<file path="src/rtl/counter_pkg.sv">
// Shared constants for the stopwatch display path: active-low glyphs,
// field limits and the digit count.
package counter_pkg;

  localparam int N_DIGITS = 6;

  localparam logic [6:0] MIN_MAX  = 7'd59;
  localparam logic [6:0] SEC_MAX  = 7'd59;
  localparam logic [6:0] MS10_MAX = 7'd99;

  // Segment order {g,f,e,d,c,b,a}, 0 = lit
  localparam logic [6:0] SEG_0    = 7'b1000000;
  localparam logic [6:0] SEG_1    = 7'b1111001;
  localparam logic [6:0] SEG_2    = 7'b0100100;
  localparam logic [6:0] SEG_3    = 7'b0110000;
  localparam logic [6:0] SEG_4    = 7'b0011001;
  localparam logic [6:0] SEG_5    = 7'b0010010;
  localparam logic [6:0] SEG_6    = 7'b0000010;
  localparam logic [6:0] SEG_7    = 7'b1111000;
  localparam logic [6:0] SEG_8    = 7'b0000000;
  localparam logic [6:0] SEG_9    = 7'b0010000;
  localparam logic [6:0] SEG_DASH = 7'b0111111;
  localparam logic [6:0] SEG_OFF  = 7'b1111111;

  localparam logic [5:0] AN_OFF   = 6'b111111;

  function automatic logic [6:0] bcd_glyph(input logic [3:0] digit);
    logic [6:0] glyph;
    case (digit)
      4'd0:    glyph = SEG_0;
      4'd1:    glyph = SEG_1;
      4'd2:    glyph = SEG_2;
      4'd3:    glyph = SEG_3;
      4'd4:    glyph = SEG_4;
      4'd5:    glyph = SEG_5;
      4'd6:    glyph = SEG_6;
      4'd7:    glyph = SEG_7;
      4'd8:    glyph = SEG_8;
      4'd9:    glyph = SEG_9;
      default: glyph = SEG_DASH;
    endcase
    return glyph;
  endfunction

endpackage

</file>
<file path="src/rtl/bin2bcd_7.sv">
// Combinational 7-bit binary to two-digit BCD converter with a range check
// against a caller-supplied limit.
module bin2bcd_7 (
  input  logic [6:0] value,
  input  logic [6:0] limit,
  output logic [3:0] tens,
  output logic [3:0] units,
  output logic       valid
);

  logic [6:0] tens_full_s;
  logic [6:0] units_full_s;

  // Constant divisor keeps this a small shift/add network after synthesis
  always_comb begin
    tens_full_s  = value / 7'd10;
    units_full_s = value % 7'd10;
  end

  assign tens  = tens_full_s[3:0];
  assign units = units_full_s[3:0];
  assign valid = (value <= limit);

endmodule

</file>
<file path="src/rtl/counter_display.sv">
// Six-digit multiplexed seven-segment driver for MM.SS.CC; the time is
// snapshotted once per scan frame so a frame never mixes two readings.
module counter_display
  import counter_pkg::*;
#(
  parameter int scan_div = 100000
) (
  input  logic       clk,
  input  logic       rst,
  input  logic       blank,
  input  logic [5:0] min_i,
  input  logic [5:0] sec_i,
  input  logic [6:0] ms_10_i,
  output logic [5:0] an,
  output logic [6:0] seg,
  output logic       dp
);

  localparam int CNT_W = (scan_div > 2) ? $clog2(scan_div) : 1;
  localparam logic [CNT_W-1:0] CNT_LAST = CNT_W'(scan_div - 1);
  localparam logic [2:0] DIG_LAST = 3'(N_DIGITS - 1);

  logic [CNT_W-1:0] div_cnt_r;
  logic [2:0]       dig_r;
  logic [5:0]       snap_min_r;
  logic [5:0]       snap_sec_r;
  logic [6:0]       snap_ms_r;
  logic [5:0]       an_r;
  logic [6:0]       seg_r;
  logic             dp_r;

  logic             wrap_s;
  logic [3:0]       min_tens_s, min_units_s;
  logic [3:0]       sec_tens_s, sec_units_s;
  logic [3:0]       ms_tens_s, ms_units_s;
  logic             min_ok_s, sec_ok_s, ms_ok_s;
  logic [3:0]       bcd_s;
  logic             bcd_ok_s;
  logic [5:0]       an_next_s;
  logic [6:0]       seg_next_s;
  logic             dp_next_s;

  assign wrap_s = (div_cnt_r == CNT_LAST);

  bin2bcd_7 u_min (
    .value (1'b0 & 1'b0 ? 7'd0 : {1'b0, snap_min_r}),
    .limit (MIN_MAX),
    .tens  (min_tens_s),
    .units (min_units_s),
    .valid (min_ok_s)
  );

  bin2bcd_7 u_sec (
    .value ({1'b0, snap_sec_r}),
    .limit (SEC_MAX),
    .tens  (sec_tens_s),
    .units (sec_units_s),
    .valid (sec_ok_s)
  );

  bin2bcd_7 u_ms (
    .value (snap_ms_r),
    .limit (MS10_MAX),
    .tens  (ms_tens_s),
    .units (ms_units_s),
    .valid (ms_ok_s)
  );

  // Scan counter, digit index and frame snapshot
  always_ff @(posedge clk or negedge rst) begin
    if (!rst) begin
      div_cnt_r  <= '0;
      dig_r      <= 3'd0;
      snap_min_r <= 6'd0;
      snap_sec_r <= 6'd0;
      snap_ms_r  <= 7'd0;
    end else if (wrap_s) begin
      div_cnt_r <= '0;
      if (dig_r == DIG_LAST) begin
        dig_r      <= 3'd0;
        snap_min_r <= min_i;
        snap_sec_r <= sec_i;
        snap_ms_r  <= ms_10_i;
      end else begin
        dig_r <= dig_r + 3'd1;
      end
    end else begin
      div_cnt_r <= div_cnt_r + CNT_W'(1);
    end
  end

  // Select the BCD digit and its field's validity for the current index
  always_comb begin
    bcd_s    = 4'd0;
    bcd_ok_s = 1'b0;
    case (dig_r)
      3'd0: begin bcd_s = ms_units_s;  bcd_ok_s = ms_ok_s;  end
      3'd1: begin bcd_s = ms_tens_s;   bcd_ok_s = ms_ok_s;  end
      3'd2: begin bcd_s = sec_units_s; bcd_ok_s = sec_ok_s; end
      3'd3: begin bcd_s = sec_tens_s;  bcd_ok_s = sec_ok_s; end
      3'd4: begin bcd_s = min_units_s; bcd_ok_s = min_ok_s; end
      3'd5: begin bcd_s = min_tens_s;  bcd_ok_s = min_ok_s; end
      default: begin bcd_s = 4'd0; bcd_ok_s = 1'b0; end
    endcase
  end

  // Next-cycle pin values; blank only darkens anodes and the point
  always_comb begin
    if (bcd_ok_s) begin
      seg_next_s = bcd_glyph(bcd_s);
    end else begin
      seg_next_s = SEG_DASH;
    end
    if (blank) begin
      an_next_s = AN_OFF;
      dp_next_s = 1'b1;
    end else begin
      an_next_s = ~(6'b000001 << dig_r);
      dp_next_s = !((dig_r == 3'd2) || (dig_r == 3'd4));
    end
  end

  // Registered pin drivers
  always_ff @(posedge clk or negedge rst) begin
    if (!rst) begin
      an_r  <= AN_OFF;
      seg_r <= SEG_OFF;
      dp_r  <= 1'b1;
    end else begin
      an_r  <= an_next_s;
      seg_r <= seg_next_s;
      dp_r  <= dp_next_s;
    end
  end

  assign an  = an_r;
  assign seg = seg_r;
  assign dp  = dp_r;

endmodule

</file>
<file path="config.mk">
export PLATFORM = sky130hd
export DESIGN_NAME = counter_display
export DESIGN_NICKNAME = d
export VERILOG_FILES = /design/src/rtl/counter_pkg.sv /design/src/rtl/bin2bcd_7.sv /design/src/rtl/counter_display.sv
export SDC_FILE = /design/constraint.sdc
export NUM_CORES = 1
export LEC_CHECK = 0
export ABC_AREA = 0
export CORE_ASPECT_RATIO = 1.1
export CORE_UTILIZATION = 40
export CTS_BUF_LIST = sky130_fd_sc_hd__clkbuf_2 sky130_fd_sc_hd__clkbuf_4 sky130_fd_sc_hd__clkbuf_8
export DETAILED_ROUTE_END_ITERATION = 12
export PLACE_DENSITY = 0.64
export SYNTH_ARGS = -nofsm -noshare
export SYNTH_HDL_FRONTEND = slang
export SYNTH_SLANG_ARGS = --single-unit
</file>
<file path="constraint.sdc">
create_clock -name clk -period 5.3 [get_ports clk]
set_input_delay 1.06 -clock clk [delete_from_list [all_inputs] [get_ports clk]]
set_output_delay 1.06 -clock clk [all_outputs]
set_load 0.02 [all_outputs]
</file>
# Word-level counts from Yosys, hierarchy flattened
# Memories as Yosys holds them, arrays and structs flattened.
# Cells that the tools add are included.
[word_totals]
register_bits = 53
romBits = 112
input_bits = 22
output_inout_bits = 14
wordCells = 42
memories = 1
[mem_list]
columns = ["memory", "words", "word_bits", "rd", "rd_clocked_by_memory_dff", "wr", "line_no", "source"]
rows = [
  ["(name not given)", 16, 7, 1, 0, 0, "counter_pkg.sv:29", "case (digit)"],
]
[op_classes]
add_sub_neg = 2
n_div = 6
n_lt_le_gt_ge = 3
n_eq_ne = 6
n_shift = 1
mux = 7
bitwise_logic = 1
reduce_logical = 7
[ops]
columns = ["op", "n"]
rows = [
  ["$pmux W4 S6", 1],
  ["$add A17 B1 Y17 const B", 1],
  ["$eq A17 B17 Y1 const B", 1],
  ["$mux W17", 1],
  ["$div A6 B4 Y7 const B", 2],
  ["$mod A6 B4 Y7 const B", 2],
  ["$le A6 B6 Y1 const B", 2],
  ["$div A7 B4 Y7 const B", 1],
  ["$le A7 B7 Y1 const B", 1],
  ["$mod A7 B4 Y7 const B", 1],
  ["$mux W7", 1],
  ["$eq A3 B2 Y1 const B", 2],
  ["$eq A3 B3 Y1 const B", 2],
  ["$mux W6", 1],
  ["$not A6 Y6", 1],
  ["$reduce_or A2 Y1", 3],
  ["$shl A1 B3 Y6 const A", 1],
  ["$add A3 B1 Y3 const B", 1],
  ["$eq A3 B1 Y1 const B", 1],
  ["$logic_not A3 Y1", 1],
  ["$mux W3", 1],
  ["$pmux W1 S3", 1],
  ["$reduce_and A2 Y1", 1],
  ["$logic_not A1 Y1", 1],
  ["other kinds (2)", 2],
]

# Longest topological paths before layout
[depth]
ltp_word = 4
depth_mapped = 22
ltp_nobuf = 19

# By module
# From an unflattened synthesis, not the netlist that was laid out.
[hier_totals]
cells_unflattened = 464
area_unflattened_um2 = 4349.2
[modules_own_cells]
columns = ["module", "instances", "cells_each", "area_each_um2", "seq_area_each_um2"]
rows = [
  ["counter_display", 1, 211, 2537.4, 1343.8],
  ["bin2bcd_7 (u_min ...)", 2, 85, 596.8, 0.0],
  ["bin2bcd_7 (u_sec)", 1, 83, 618.1, 0.0],
]

# Least setup slack after synthesis
# Ideal clock, no wire load.
[synth_timing]
path_type = "register to register"
start = "register dig_r[0]"
end = "register seg_r[3] (netlist: seg[3])"
setup_time_ns = 0.094
arrival_ns = 3.881
t_required_ns = 5.206
path_slack_ns = 1.325
path_stages_with_launch = 22
path_buffers = 3
period_less_slack_ns = 3.975
cell_sequence = "dfrtp_1 buf_2 buf_4 inv_1 buf_2 nor2_1 ha_1 and3_1 a221o_1 nor3_1 o21ai_1 xnor2_1 ha_1 nand2_1 nand3_1 a211oi_1 a311o_1 o2bb2ai_1 inv_1 ha_1 nor2_1 a311oi_1"
[synth_between]
elab_chain_cells = 4
elab_cells_between_ends = 13
cone_classes = "5 x eq/ne; 3 x mux; 4 x reduce/logical; 1 x memory"
[synth_rtl]
columns = ["item", "line_no", "source"]
rows = [
  ["start, declared", "counter_display.sv:24", "logic [2:0] dig_r;"],
  ["start signal, assigned", "counter_display.sv:85", "dig_r <= dig_r + 3'd1;"],
  ["$eq A3 B3 Y1, or another cell as far along", "counter_display.sv:96", "case (dig_r)"],
  ["$pmux W4 S6 or $reduce_or A2 Y1 (tied branches)", "-", ""],
  ["$mem_v2 Z16 W7 or $pmux W1 S3 (tied branches)", "-", ""],
  ["$mux W7 *", "counter_display.sv:109", "if (bcd_ok_s) begin"],
  ["via seg_next_s[3]", "counter_display.sv:40", "logic [6:0] seg_next_s;"],
  ["end signal, assigned", "counter_display.sv:131", "seg_r <= seg_next_s;"],
  ["end, declared", "counter_display.sv:29", "logic [6:0] seg_r;"],
]
# The timed path passes the listed nets; every way through them passes the cells marked *.
# A chain may end at the register's enable or synchronous reset.

# Final worst setup path
[layout_timing]
start = "register dig_r[1]"
end = "register seg_r[3] (netlist: seg[3])"
# The elaborated chain is that of the path after synthesis.

==> flow_summary.json <==
{
  "drtAntennaViolNets": 0,
  "synth-seq-cells": 53,
  "maxCapViolCount": 0,
  "startpoint": "dig_r[1]",
  "holdPathStages": 1,
  "cts.sinks": 53,
  "timing.rr.end": "seg[3]",
  "clockRootBuffer": "clkbuf_8",
  "slew_viol_final": 0,
  "met1_length_um": 3700,
  "ys_types": 78,
  "dr.pass1.iters": 4,
  "num_vias": 3025,
  "dr_wl_met3_um": 469,
  "nNetsFinal": 438,
  "cts_buffers": 5,
  "worstPathMaxFanout": 11,
  "rrSetupSlack_ns": 0.85,
  "crit_end": "seg[3]",
  "layout-drive-gt1-share_pct": 18.2,
  "slew-limit-headroom_pct": 34.5,
  "crit_slowest_cell": "dfrtp_1",
  "setup_viol": 0,
  "power_density_nw_per_um2": 162,
  "holdBufCountCts": 0,
  "io_pins": 36,
  "vias_per_cell": 5.81,
  "ir_drop_mv": 0.138,
  "r2r_cells": 17,
  "cts_setup_buffers": 0,
  "grt_pass1_wl_um": 13900,
  "timing.rr.start": "dig_r[1]",
  "num_rows": 36,
  "syn_nets": 410,
  "post-route-period-util_pct": 83.9,
  "clk_transition_reported_paths_ns": 0.11,
  "drc_errors": 0,
  "layout_setup_ws_ns": 0.855,
  "grt_setup_unrepaired": "false",
  "tightest_slew_ns": 0.983,
  "hold_class": "reg2reg",
  "fin_util_pct": 47.0,
  "path_class": "reg2reg",
  "routedWlPerCell_um": 16.4,
  "grt-ovfl-total": 0,
  "clock_latency_ns": 0.32,
  "cp.arrival_ns": 4.68,
  "fmax_mhz": 225,
  "gp_congestion": 0.861,
  "skew_ns": 0.00438,
  "endpoint_kind": "register",
  "finalCriticalPeriod_ns": 4.45,
  "dieArea_um2": 9590,
  "grt_max_degree": 54,
  "totalPowerFinal_uw": 679,
  "port_buffers": 35,
  "status": "complete, no violations",
  "pre_cts_ws_ns": 0.901,
  "die_y_um": 103,
  "htree_num_levels": 2,
  "initial_core_util_pct": 41.3,
  "slowest_delay_ns": 0.55,
  "synth.avg_cell_area_um2": 9.74,
  "die_w_um": 93.5,
  "syn-instance-count": 378,
  "hpwl_um": 6280,
  "p_leak_uw": 0.00166,
  "path_cells": "inv_2, nor2_1, ha_1, and2_1, o311ai_0, and3_1, o21ai_1, xnor2_1, ha_1, o31ai_1, a211oi_1, a311o_1, o2bb2ai_1, inv_1, ha_1, nor2_1, a311oi_1",
  "async_flop_share_pct": 100,
  "area_delta_synth_final_pct": 13.9,
  "synth_ff_type": "dfrtp_1",
  "antenna_found_initial": 0,
  "top_layer_used": "met4",
  "coreArea_um2": 8920,
  "yosysWarningCount": 0,
  "finalHoldViolCount": 0,
  "drt-initial-drc-count": 193,
  "final_common_cell": "dfrtp_1",
  "routed_wl_um": 8540,
  "critPathLaunchType": "register",
  "diodes": 0,
  "fin_tns_setup_ns": 0,
  "layout_common_cells": "dfrtp_1 (39), clkdlybuf4s50_1 (34), nor2_1 (33)",
  "gr-usage-all-layers_pct": 18.5,
  "cts_resized": 0,
  "dr_wl_met2_um": 4210,
  "cts_buffer_depth": 2,
  "synth_seq_area_share_pct": 36.5,
  "tritoncts": "yes",
  "whs_ns": 0.488,
  "first_global_vias": 2842,
  "synth_enable_flop_cells": 0,
  "critPathRequiredTime_ns": 5.53,
  "timing.critical_path.mode_cell": "ha_1",
  "nFillCells": 864,
  "syn_area_um2": 3680
}
==> through the flow <==
step | cells | area, um^2
3_3_place_gp | 513 | 4100
6_report | 521 | 4200
3_5_place_dp | 513 | 4100
2_1_floorplan | 378 | 3680
5_1_grt | 521 | 4200
4_1_cts | 521 | 4200
==> layer usage <==
layer	track usage [%]	vias to the layer above
met5	0	-
met3	2.80	14
met2	32.0	86
li1	-	1449
met4	6.39	0
met1	23.7	1476
==> worst min path at each step <==
stage                              end  slack [ns]         start
final                     div_cnt_r[0]        0.49  div_cnt_r[0]
after floorplan           div_cnt_r[0]        0.45  div_cnt_r[0]
after detailed placement  div_cnt_r[0]        0.47  div_cnt_r[0]
after global placement    div_cnt_r[0]        0.47  div_cnt_r[0]
after global routing      div_cnt_r[0]        0.51  div_cnt_r[0]
after CTS                 div_cnt_r[0]        0.49  div_cnt_r[0]
==> cell usage after synthesis, drive strengths merged, types with 3 or more instances <==
cell type | number | area share (%)
a31oi | 5 | 2.5
o211a | 3 | 0.82
ha | 10 | 3.4
or3 | 4 | 0.68
o311a | 3 | 0.82
nor2 | 34 | 3.5
nand2b | 10 | 1.7
o21ai | 22 | 3.1
o31ai | 4 | 1.3
o2111ai | 5 | 1.2
and3 | 12 | 2.0
buf | 12 | 2.4
nor3b | 4 | 0.95
a311oi | 3 | 0.71
dfstp | 14 | 10
nand4 | 6 | 1.0
inv | 14 | 1.4
xnor2 | 13 | 3.1
o211ai | 3 | 1.1
a211oi | 4 | 1.1
and2 | 6 | 1.0
clkbuf | 9 | 0.92
nor3 | 7 | 0.95
a21oi | 16 | 2.3
xor2 | 9 | 2.3
nor2b | 4 | 0.68
nand2 | 25 | 2.5
nor4b | 3 | 0.71
dfrtp | 39 | 27
o311ai | 5 | 1.7
nand3 | 15 | 2.4
mux2 | 16 | 4.9
o221ai | 4 | 0.95
o22ai | 3 | 0.51
==> logic make-up (layout without fill, tap and decap cells) <==
family,after synthesis,count (layout),share of synthesized area (%)
compound gates,102,102,24.4
xor+xnor,22,22,5.44
fa+ha+maj,10,10,3.40
buf+inv,35,64,4.76
flops,53,53,36.5
mux,16,16,4.89
simple gates,140,140,20.6
==> cell type report <==
type / instances / area [um^2] / area share (%)
inverter: 14 / 52.6 / 1.25
multi-input combinational: 290 / 2160 / 51.6
timing repair buffer: 42 / 398 / 9.48
clock inverter: 3 / 26.3 / 0.626
sequential: 53 / 1340 / 32.0
clock buffer: 5 / 68.8 / 1.64
tap: 114 / 143 / 3.40
==> power breakdown <==
part | internal [uW] | switching [uW] | leakage (uW)
clock network | 96.5 | 151 | 0.0000423
registers | 405 | 0.0957 | 0.000656
logic | 14.5 | 10.8 | 0.000963
==> registers in the layout (all words and copies together) (netlist names) <==
signal and count:
dp 1, dig_r 3, div_cnt_r 17, snap_sec_r 6, snap_min_r 6, snap_ms_r 7, seg 7, an 6
==> worst max-delay path, delay by kind of cell (launching register included) <==
family          cells  cell delay [ns]
xor+xnor            1             0.33
fa+ha+maj           3             0.88
flops               1             0.55
simple gates        4             0.64
buf+inv             2             0.43
compound gates      7             1.51
(Power assumes the default switching activity.)
==> patch 1, RTL diff (same flow settings) <==
Register the inputs `blank`, `min_i`, `sec_i` and `ms_10_i` before use. The logic sees them one clock later. Comments in the files are not updated.
--- a/src/rtl/counter_display.sv
+++ b/src/rtl/counter_display.sv
@@ -21,2 +21,14 @@
   localparam logic [2:0] DIG_LAST = 3'(N_DIGITS - 1);
+
+  logic blank_q;
+  logic [5:0] min_q;
+  logic [5:0] sec_q;
+  logic [6:0] ms_10_q;
+
+  always_ff @(posedge clk) begin
+    blank_q <= blank;
+    min_q   <= min_i;
+    sec_q   <= sec_i;
+    ms_10_q <= ms_10_i;
+  end
 
@@ -80,5 +92,5 @@
         dig_r      <= 3'd0;
-        snap_min_r <= min_i;
-        snap_sec_r <= sec_i;
-        snap_ms_r  <= ms_10_i;
+        snap_min_r <= min_q;
+        snap_sec_r <= sec_q;
+        snap_ms_r  <= ms_10_q;
       end else begin
@@ -113,3 +125,3 @@
     end
-    if (blank) begin
+    if (blank_q) begin
       an_next_s = AN_OFF;
Function: changed (Yosys sat finds a counterexample within 4 cycles, from zero or initial values and one cycle with rst low).
==> patch 1 against the unedited design <==
Sequential power grew 40%; sequential cell count up 20; area after synthesis is 4.3% higher; routed wire length down 1.9%; non-clock buffer count down 3; power rose by 50%; via count increased by 1.1%; design area is 6.2% higher; sequential share of layout area rose by 7.1 points; setup slack worse by 0.39 ns; critical endpoint is now seg[4]$_DFF_PN1_; highest routed layer unchanged.
==> patch 1: results (changes against the unedited design) <==
Status
  • Status: finished clean

Worst hold path
  • Hold path startpoint: min_q[0]$_DFF_P_

Timing
  • Clock Skews: 0.01025 ns (+0.005871 ns)
  • Worst hold slack: 0.4591 ns (-0.02871 ns)
  • Slew HR: 0.2989 (-0.04603)

Layout
  • Logic inverters: 12 (-2)
  • Seq_cells: 73 (+38%)
  • Fraction of cell area in non-clock buffers: 0.08422 (-0.01062)
  • #MultiIn Comb: 284 (-2.1%)
  • Final-layout clock-cell area share: 0.04408 (+0.02141)
  • Ratio of cells with drive above 1 in the final layout: 0.1580 (-0.02380)
  • Signal buffers: 39 (-7.1%)
  • Filler instances: 889 (+2.9%)

Global routing
  • Met2 usage: 0.2923 (-0.02779)
  • First-pass GRT wire length: 14180 microns (+1.7%)
  • GR Util All Layers: 0.1835 (-0.001419)

Worst setup path
  • Worst Path Max Fanout: 33 (+22)
  • Crit path from: dig_r[2]$_DFFE_PN0N_

Synthesis
  • Synth cell count leaders: dfrtp_1 (39), nand2_1 (31), nor2_1 (28), dfxtp_1 (20), mux2_2 (19)
  • Syn Inst Count: 386 (+2.1%)
  • Synth Net Count: 418 (+2.0%)
  • Synth Area in Adders: 0.03258 (-0.001395)
  • Seq/Total Area, Yosys: 0.4542 (+0.08929)
  • Synth Area in Compound Gates: 0.1746 (-0.06932)

Drt
  • WL met2: 4110 microns (-2.4%)
  • Detailed Route WL: 8380 microns (-1.9%)

Power and ir drop
  • Leakage: 1.840 nW (+11%)

Clock network
  • CTS buffer count: 9 (+4)
  • H-tree levels: 3 (+1)

Place
  • Placer Congestion: 0.8727 (+1.4%)
patch 1: cell count changes in the layout (fill, tap and decap cells not counted), moves of 5 or more:
cell	delta
dfxtp_1	+20
nand2_1	+6
o2111ai_1	-5
nand2b_1	-6
nor3_1	+6
nor2_1	-5
patch 1: worst paths after layout:
check                                             to  cells after the start
setup / recovery                    seg[4]$_DFF_PN1_                     15
hold / removal             snap_min_r[0]$_DFFE_PN0P_                      1
setup reg to reg                    seg[4]$_DFF_PN1_                     15
hold reg to reg            snap_min_r[0]$_DFFE_PN0P_                      1
max in group asynchronous   snap_ms_r[1]$_DFFE_PN0P_                      2
min in group asynchronous     div_cnt_r[8]$_DFF_PN0_                      2
patch 1: power groups by stage:
stage	combinational, W	sequential, W	clock (W)
floorplan	0.000000735	0.000577	0
global placement	0.0000250	0.000577	0
detailed placement	0.0000256	0.000577	0
CTS	0.0000256	0.000566	0.000440
global route	0.0000277	0.000567	0.000465
finish	0.0000246	0.000566	0.000426
==> patch 2, RTL diff (same flow settings) <==
Made on the original files. Change the package constant `MS10_MAX` from 7'd99 to 7'd74.
--- a/src/rtl/counter_pkg.sv
+++ b/src/rtl/counter_pkg.sv
@@ -8,3 +8,3 @@
   localparam logic [6:0] SEC_MAX  = 7'd59;
-  localparam logic [6:0] MS10_MAX = 7'd99;
+  localparam logic [6:0] MS10_MAX = 7'd74;
 
Function: same outputs for any inputs over 10 cycles, from zero or initial values and one cycle with rst low; that may be too few to reach the edited logic, so the function may still have changed.
==> patch 2 against the unedited design <==
Area after synthesis fell by 6.8%; clock power rose by 18%; first-iteration DRC count fell by 23%; setup slack improved by 0.025 ns; sequential power barely moved; power rose by 6.5%; sequential cell count did not move; design area fell by 4.7%; routed wire length fell by 11%; critical path type unchanged.
==> patch 2: results (changes against the unedited design) <==
Status
  • Status: finished clean

Drt
  • DRT met1 WL: 3552 microns (-4.1%)
  • WL met2: 3622 microns (-14%)
  • Detailed Route WL: 7609 microns (-11%)
  • WL/cell: 15.07 microns (-8.1%)
  • Routed wl met3: 366 microns (-22%)
  • Via-to-Cell Ratio: 5.630 (-3.0%)
  • Top sig layer: met4
  • Iter 0 DRT Violations: 148 (-23%)

Synthesis
  • Seq/Total Area, Yosys: 0.3915 (+0.02661)
  • Synth top area cells: dfrtp_1 (28%), dfstp_2 (11%), mux2_2 (5.9%)
  • Top FF cell, synth: dfrtp_1
  • Yosys warnings: 0 (unchanged)
  • Synth cell count leaders: dfrtp_1 (39), nand2_1 (33), nor2_1 (33), mux2_2 (18)
  • Syn Inst Count: 362 (-4.2%)
  • Library cells used by synthesis: 76 (-2.6%)
  • FFs w/ async S/R, synth: 1.000 (unchanged)
  • Synth Net Count: 394 (-3.9%)

Worst setup path
  • CP endpoint: seg[0]$_DFF_PN1_
  • Worst Path Max Fanout: 27 (+16)
  • Worst path arrival time: 4.64 ns (-0.04 ns)
  • Reg2reg setup slack: 0.88 ns (+0.03 ns)
  • Worst-case reg-to-reg path depth: 15 (-2)
  • Crit path from: dig_r[1]$_DFFE_PN0N_

Clock network
  • CTS Buffer Depth: 2 (unchanged)
  • Clk Tree Root Cell: clkbuf_8
  • Worst skew pair latency: 0.32 ns (about the same)
  • Worst-path clk slew: 0.10 ns
  • CTS buffer count: 5 (unchanged)
  • Post-CTS Setup Bufs: 0 (unchanged)
  • Post-CTS Resized: 0 (unchanged)

Place
  • Placed Cells: 497 (-3.1%)
  • Buffers on Ports: 35 (unchanged)
  • Dpl hpwl: 5671 microns (-9.7%)
  • Placement Setup Slack: 0.9232 ns (+0.02211 ns)
  • Placed cell area: 3879 sq um (-5.4%)
  • Placer Congestion: 0.8947 (+4.0%)

Global routing
  • Pin count of the biggest net entering global routing: 54 (unchanged)
  • GR Util All Layers: 0.1814 (-0.003589)
  • Antenna violations before repair: 0 (unchanged)
  • Vias in the first global route: 2729 (-4.0%)
  • First-pass GRT wire length: 13180 microns (-5.5%)

Worst hold path
  • Hold/Removal Path Class: flop to flop
  • Hold path startpoint: div_cnt_r[4]$_DFF_PN0_

Power and ir drop
  • Maximum vdd drop: 116.5 uV (-16%)
  • Leakage: 1.678 nW (+0.99%)

Timing
  • Slew HR: 0.4432 (+0.09825)
  • Max Fclk: 226.3 MHz (+0.57%)
  • Clock Skews: 0.005702 ns (+0.001324 ns)

Layout
  • Diode count: 0 (unchanged)
  • Layout Nets: 425 (-3.0%)
  • Top reg by flops: div_cnt_r
  • Max reg flops: 17 (unchanged)
  • Ratio of cells with drive above 1 in the final layout: 0.1624 (-0.01938)
patch 2: area by class of cell:
type                    count  area (sq um)
clock buffers               5         68.82
repair buffers             40         382.9
multi-input cells         284          1979
inverters                   9         33.78
fillers                   793          4368
clock inverters             3         48.80
well taps                 111         138.9
flip-flops and latches     53          1344
patch 2: critical path, stage by stage (launching register included):
cell	delay [ns]
dfrtp_1	0.90
xor2_2	0.39
nand2_1	0.24
a221oi_1	0.54
nor2_1	0.10
a2bb2oi_1	0.33
ha_1	0.25
o2111ai_1	0.11
o21ai_0	0.22
o211a_1	0.18
o41ai_1	0.10
a31oi_4	0.26
inv_1	0.12
ha_1	0.21
nor3_1	0.26
o31ai_1	0.12
patch 2: where the power goes:
group	internal (W)	switching, W
logic	0.0000147	0.0000107
registers	0.000405	0.0000000833
clock network	0.000144	0.000148
patch 2: worst min path at each step:
stage | slack (ns) | to | cells past startpoint
global route | 0.49 | div_cnt_r[4]$_DFF_PN0_ | 1
global placement | 0.46 | div_cnt_r[4]$_DFF_PN0_ | 1
CTS | 0.48 | div_cnt_r[4]$_DFF_PN0_ | 1
floorplan | 0.44 | div_cnt_r[4]$_DFF_PN0_ | 1
finish | 0.47 | div_cnt_r[4]$_DFF_PN0_ | 1
detailed placement | 0.46 | div_cnt_r[4]$_DFF_PN0_ | 1
patch 2: per-stage QoR:
stage          power (W)  hold WS (ns)
2_1_floorplan  0.0004145        0.4375
3_3_place_gp   0.0004389        0.4560
3_5_place_dp   0.0004391        0.4607
4_1_cts        0.0007311        0.4760
5_1_grt        0.0007489        0.4929
6_report       0.0007225        0.4737
patch 2: logic make-up (layout without fill, tap and decap cells):
| logic type | Yosys count | after routing | share of synthesized area |
|---|---|---|---|
| xor+xnor | 18 | 18 | 0.05031 |
| buf+inv | 25 | 57 | 0.03172 |
| mux | 18 | 18 | 0.05906 |
| simple gates | 150 | 150 | 0.2304 |
| fa+ha+maj | 10 | 10 | 0.03646 |
| compound gates | 88 | 88 | 0.2005 |
| flops | 53 | 53 | 0.3915 |
patch 2: layer usage:
| metal | vias to the layer above | global-route usage |
|---|---|---|
| li1 | 1399 | - |
| met2 | 79 | 0.3042 |
| met4 | 0 | 0.04839 |
| met3 | 6 | 0.02446 |
| met5 | - | 0 |
| met1 | 1359 | 0.2474 |
